File: src/rtl/instruction_loader.sv
// Instruction loader: assembles a little-endian byte stream into 32-bit words
// and writes them to instruction memory through a one-cycle write strobe.
//
// state   | meaning
// --------+------------------------------------------------------------
// IDLE    | waiting for start; outputs quiet
// COLLECT | byte_ready high, accepting bytes into lanes 0..3
// WRITE   | write_enable high for one cycle with address/data valid
// FINISH  | done pulse for one cycle, then back to IDLE
module instruction_loader #(
  parameter int unsigned DEPTH     = 2048,
  parameter logic [31:0] BASE_ADDR = 32'h0000_0000
) (
  input  logic        clk,
  input  logic        reset,
  input  logic        start,
  input  logic [9:0]  word_count,
  input  logic        byte_valid,
  input  logic [7:0]  byte_data,
  output logic        byte_ready,
  output logic        write_enable,
  output logic [31:0] address_inst_mem,
  output logic [31:0] data_input,
  output logic        busy,
  output logic        done,
  output logic        error
);

  typedef enum logic [1:0] {
    S_IDLE,
    S_COLLECT,
    S_WRITE,
    S_FINISH
  } state_t;

  // Compared in 33 bits so a word near the top of the 32-bit space cannot wrap.
  localparam logic [32:0] LAST_BYTE = 33'(DEPTH) - 33'd1;

  state_t      state;
  logic [9:0]  count_latched;
  logic [9:0]  word_idx;
  logic [1:0]  byte_idx;
  logic [23:0] lane_buf;
  logic [31:0] next_addr;
  logic        overflow;
  logic        last_word;

  // Word at next_addr would extend past the end of the memory.
  assign overflow  = ({1'b0, next_addr} + 33'd3) > LAST_BYTE;
  assign last_word = (word_idx + 10'd1) == count_latched;

  // Single sequencing process; every output is a register updated here.
  always_ff @(posedge clk) begin
    if (reset) begin
      state            <= S_IDLE;
      byte_ready       <= 1'b0;
      write_enable     <= 1'b0;
      busy             <= 1'b0;
      done             <= 1'b0;
      error            <= 1'b0;
      address_inst_mem <= BASE_ADDR;
      data_input       <= 32'h0;
      byte_idx         <= 2'd0;
      word_idx         <= 10'd0;
      count_latched    <= 10'd0;
      next_addr        <= BASE_ADDR;
      lane_buf         <= 24'h0;
    end else begin
      write_enable <= 1'b0;
      done         <= 1'b0;
      case (state)
        S_IDLE: begin
          if (start) begin
            count_latched    <= word_count;
            next_addr        <= BASE_ADDR;
            address_inst_mem <= BASE_ADDR;
            byte_idx         <= 2'd0;
            word_idx         <= 10'd0;
            error            <= 1'b0;
            busy             <= 1'b1;
            if (word_count == 10'd0) begin
              state <= S_FINISH;
              done  <= 1'b1;
            end else begin
              state      <= S_COLLECT;
              byte_ready <= 1'b1;
            end
          end
        end
        S_COLLECT: begin
          if (byte_valid && byte_ready) begin
            byte_idx <= byte_idx + 2'd1;
            case (byte_idx)
              2'd0:    lane_buf[7:0]   <= byte_data;
              2'd1:    lane_buf[15:8]  <= byte_data;
              2'd2:    lane_buf[23:16] <= byte_data;
              default: lane_buf        <= lane_buf;
            endcase
            if (byte_idx == 2'd3) begin
              byte_ready <= 1'b0;
              // Out-of-range word: no strobe, flag it and end the session.
              if (overflow) begin
                error <= 1'b1;
                done  <= 1'b1;
                state <= S_FINISH;
              end else begin
                write_enable     <= 1'b1;
                address_inst_mem <= next_addr;
                data_input       <= {byte_data, lane_buf};
                state            <= S_WRITE;
              end
            end
          end
        end
        S_WRITE: begin
          // address_inst_mem keeps the written address; next_addr tracks the following word.
          next_addr <= next_addr + 32'd4;
          word_idx  <= word_idx + 10'd1;
          if (last_word) begin
            state <= S_FINISH;
            done  <= 1'b1;
          end else begin
            state      <= S_COLLECT;
            byte_ready <= 1'b1;
          end
        end
        S_FINISH: begin
          state <= S_IDLE;
          busy  <= 1'b0;
        end
        default: begin
          state      <= S_IDLE;
          busy       <= 1'b0;
          byte_ready <= 1'b0;
        end
      endcase
    end
  end

endmodule

File: config.mk
export PLATFORM = sky130hd
export DESIGN_NAME = instruction_loader
export DESIGN_NICKNAME = d
export VERILOG_FILES = /design/src/rtl/instruction_loader.sv
export SDC_FILE = /design/constraint.sdc
export NUM_CORES = 1
export LEC_CHECK = 0
export ABC_CLOCK_PERIOD_IN_PS = 2600
export CAP_MARGIN = 20
export CORE_AREA = 2 2 111 113
export CTS_CLUSTER_DIAMETER = 50
export CTS_CLUSTER_SIZE = 16
export DETAILED_ROUTE_END_ITERATION = 7
export DIE_AREA = 0 0 113 115
export PLACE_DENSITY = 0.89
export REMOVE_ABC_BUFFERS = 1
export SLEW_MARGIN = 0
export SYNTH_ARGS = -nofsm -noshare
export SYNTH_HDL_FRONTEND = slang
export SYNTH_SLANG_ARGS = --single-unit
File: constraint.sdc
create_clock -name clk -period 2.6 [get_ports clk]
set_input_delay 0.65 -clock clk [delete_from_list [all_inputs] [get_ports clk]]
set_output_delay 0.65 -clock clk [all_outputs]
set_load 0.01 [all_outputs]
==> flow_metrics.tcl <==
set metrics [dict create \
    cts_tree "done" \
    final-setup-viol-count 0 \
    synth_seq_cells 145 \
    dieArea_um2 13000 \
    dp_hpwl_mm 10.2 \
    cp_max_fo 14 \
    cts_buffers 17 \
    multi_input_area_um2 3090 \
    drt-initial-drc-count 406 \
    grt_start_max_net_pins 41 \
    htreeDepth 4 \
    n_fill_cell 892 \
    antenna_found_initial 0 \
    fin_crit_sh_pct 86.0 \
    io_buffers 88 \
    drive_gt1_share_pct 10.1 \
    syn_inst 707 \
    synth_edf_count 0 \
    nNetsFinal 818 \
    drtAntennaViolNets 0 \
    synth_seq_area_share_pct 46.6 \
    tightest_slew_ps 800 \
    syn_area_um2 6230 \
    start_kind "register" \
    holdBufCountCts 0 \
    timing.final.max_slew_violations 0 \
    layoutNonFillerInstCount 948 \
    drv_cap 0 \
    ir_drop_v 0.000434 \
    hold_viol 0 \
    synth_top_flop_cell "dfxtp_1" \
    wl_per_cell_um 16.2 \
    cts_root_buf "clkbuf_16" \
    diodes 0 \
    tns_ps 0 \
    critPathKind "reg -> reg" \
    ios 91 \
    synth_cell_type_count 64 \
    design_area_um2 7830 \
    leakage_nw 2.70 \
    max_freq_mhz 447 \
    ctsResizeCount 0 \
    core_area_um2 11800 \
    ff_latch_area_um2 2900 \
    rsz0062_at_grt "no" \
    slew-limit-headroom_pct 46.7 \
    rrSetupSlack_ps 360 \
    num_rows 40 \
    grt_pass1_vias 5191 \
    wl_mm 15.4 \
    place.gp.congestion 0.909 \
    cts_num_sinks 145 \
    outcome "finished, violations left" \
    avgSynthCellArea_um2 8.82 \
    power.density_nw_per_um2 627 \
    rr_worst_depth 7 \
    grt_pass1_wl_mm 25.3 \
    fin_ws_ps 365 \
    vias 5568 \
    start_util_pct 52.8 \
    min_path_type "reg -> reg" \
    fin_worst_skew_ps 9.90 \
    drt_first_pass_iters 7 \
    yosysWarnings 0 \
    placed_area_um2 7270 \
    utilization_pct 66.3 \
    cts_setup_buffers 0 \
    grt_usage_pct 23.9 \
    drc 3 \
    clk_pin_slew_ps 60 \
    min_period_ps 2240 \
    gr-total-overflow 0 \
    clkLatencyLatePin_ps 420 \
    via_per_inst 5.87 \
    cts_buffer_depth 2 \
    cp_data_arrival_time_ps 2540 \
    hold_depth 2 \
    die_h_um 115 \
    crit_path_end_kind "register" \
    dp_slack_ps 37.9 \
    area_delta_synth_final_pct 25.5 \
    die_x_um 113 \
    required_ps 2910 \
    dp.cells 918 \
    violations "design-rule violations" \
    async_reset_ff_share_pct 0 \
]
[path summary, 6_finish.rpt]
path,from,endpoint
worst max-delay path,state[0]$_SDFFE_PP0P_,next_addr[18]$_SDFFE_PP0P_
worst min-delay path,lane_buf[9]$_SDFFE_PP0P_,lane_buf[9]$_SDFFE_PP0P_
worst max register to register,state[0]$_SDFFE_PP0P_,next_addr[18]$_SDFFE_PP0P_
worst min register to register,lane_buf[9]$_SDFFE_PP0P_,lane_buf[9]$_SDFFE_PP0P_
[power by group]
group | leakage, nW | switching, W | total, W | internal, W
Clock | 0.265 | 0.000921 | 0.00230 | 0.00138
Sequential | 1.17 | 0.0000266 | 0.00227 | 0.00225
Combinational | 1.26 | 0.000204 | 0.000329 | 0.000124
[per-stage QoR]
step	power, W	hold slack (ps)
after detailed placement	0.00264	443
after global routing	0.00505	479
after CTS	0.00492	455
after global placement	0.00264	441
final	0.00491	454
after floorplan	0.00247	430
[critical path, stage by stage, from the launching register on]
cell and delay (ps):
dfxtp_1 390, buf_4 200, nand2b_1 180, buf_4 230
nor3_1 470, nand4_1 230, and3_1 240, o21a_1 190
[synthesized netlist by cell type, drive strengths merged (5+ instances only)]
library cell | instances | area share (%)
xnor2 | 8 | 1.1
nor2 | 69 | 4.2
o31ai | 10 | 1.4
clkbuf | 37 | 2.3
xor2 | 5 | 0.70
nand4 | 31 | 3.9
nand2 | 78 | 4.7
a31oi | 5 | 0.50
ha | 6 | 1.2
mux2i | 34 | 5.5
dfxtp | 145 | 47
and2 | 25 | 2.5
o211ai | 8 | 0.96
buf | 11 | 1.2
o21ai | 24 | 1.9
nor3 | 13 | 1.1
a21oi | 75 | 6.0
or3 | 10 | 1.0
nand3 | 41 | 3.4
inv | 7 | 0.42
nor4 | 10 | 2.0
[placed cells by master (no fill, tap or decap), types with 4 or more instances in the layout]
master	instances
nand3_1	40
o31a_1	4
nand2b_1	4
clkdlybuf4s50_1	87
o31ai_1	9
nand4_1	27
nor3_1	11
a31oi_1	5
or2_2	4
mux2i_1	34
o211ai_1	8
nand2_1	77
and2_1	25
xor2_1	5
a311oi_1	4
o21ai_0	24
xnor2_1	8
ha_1	6
dfxtp_1	145
a21oi_1	75
buf_4	23
clkbuf_16	17
nor4_2	5
nor2_1	69
or3_1	9
and3_1	4
inv_1	7
[cell families after synthesis]
group                    after synthesis  share of synthesized area [%]
AO/OA/AOI/OAI                        143                           13.8
XOR/XNOR                              13                           1.83
other                                  1                         0.0601
multiplexers                          37                           6.00
AND/OR/NAND/NOR                      306                           26.6
buffers and inverters                 56                           4.01
flip-flops                           145                           46.6
adder cells (fa/ha/maj)                6                           1.20
[layer usage]
metal	global-route usage [%]	share of wire, %	vias up	wire length (µm)
met3	5.80	7.4	29	1140
met2	39.5	47	233	7290
met4	9.19	2.4	0	365
met5	0	0	-	0
met1	30.6	43	2617	6600
li1	-	-	2689	-
[state kept, by name (all words and copies together) (netlist names)]
name and cells:
address_inst_mem 30, busy 1, byte_idx 2, byte_ready 1, count_latched 10, data_input 32
done 1, error 1, lane_buf 24, next_addr 30, state 2, word_idx 10
write_enable 1
[layout make-up]
class	instances	share of cell area (%)
repair buffers	111	13.6
well taps	147	2.35
flip-flops and latches	145	37.1
inverters	8	0.384
clock buffers	22	6.06
multi-input cells	507	39.5
clock inverters	8	1.02
Note: power is estimated with default switching activity, not from simulation.
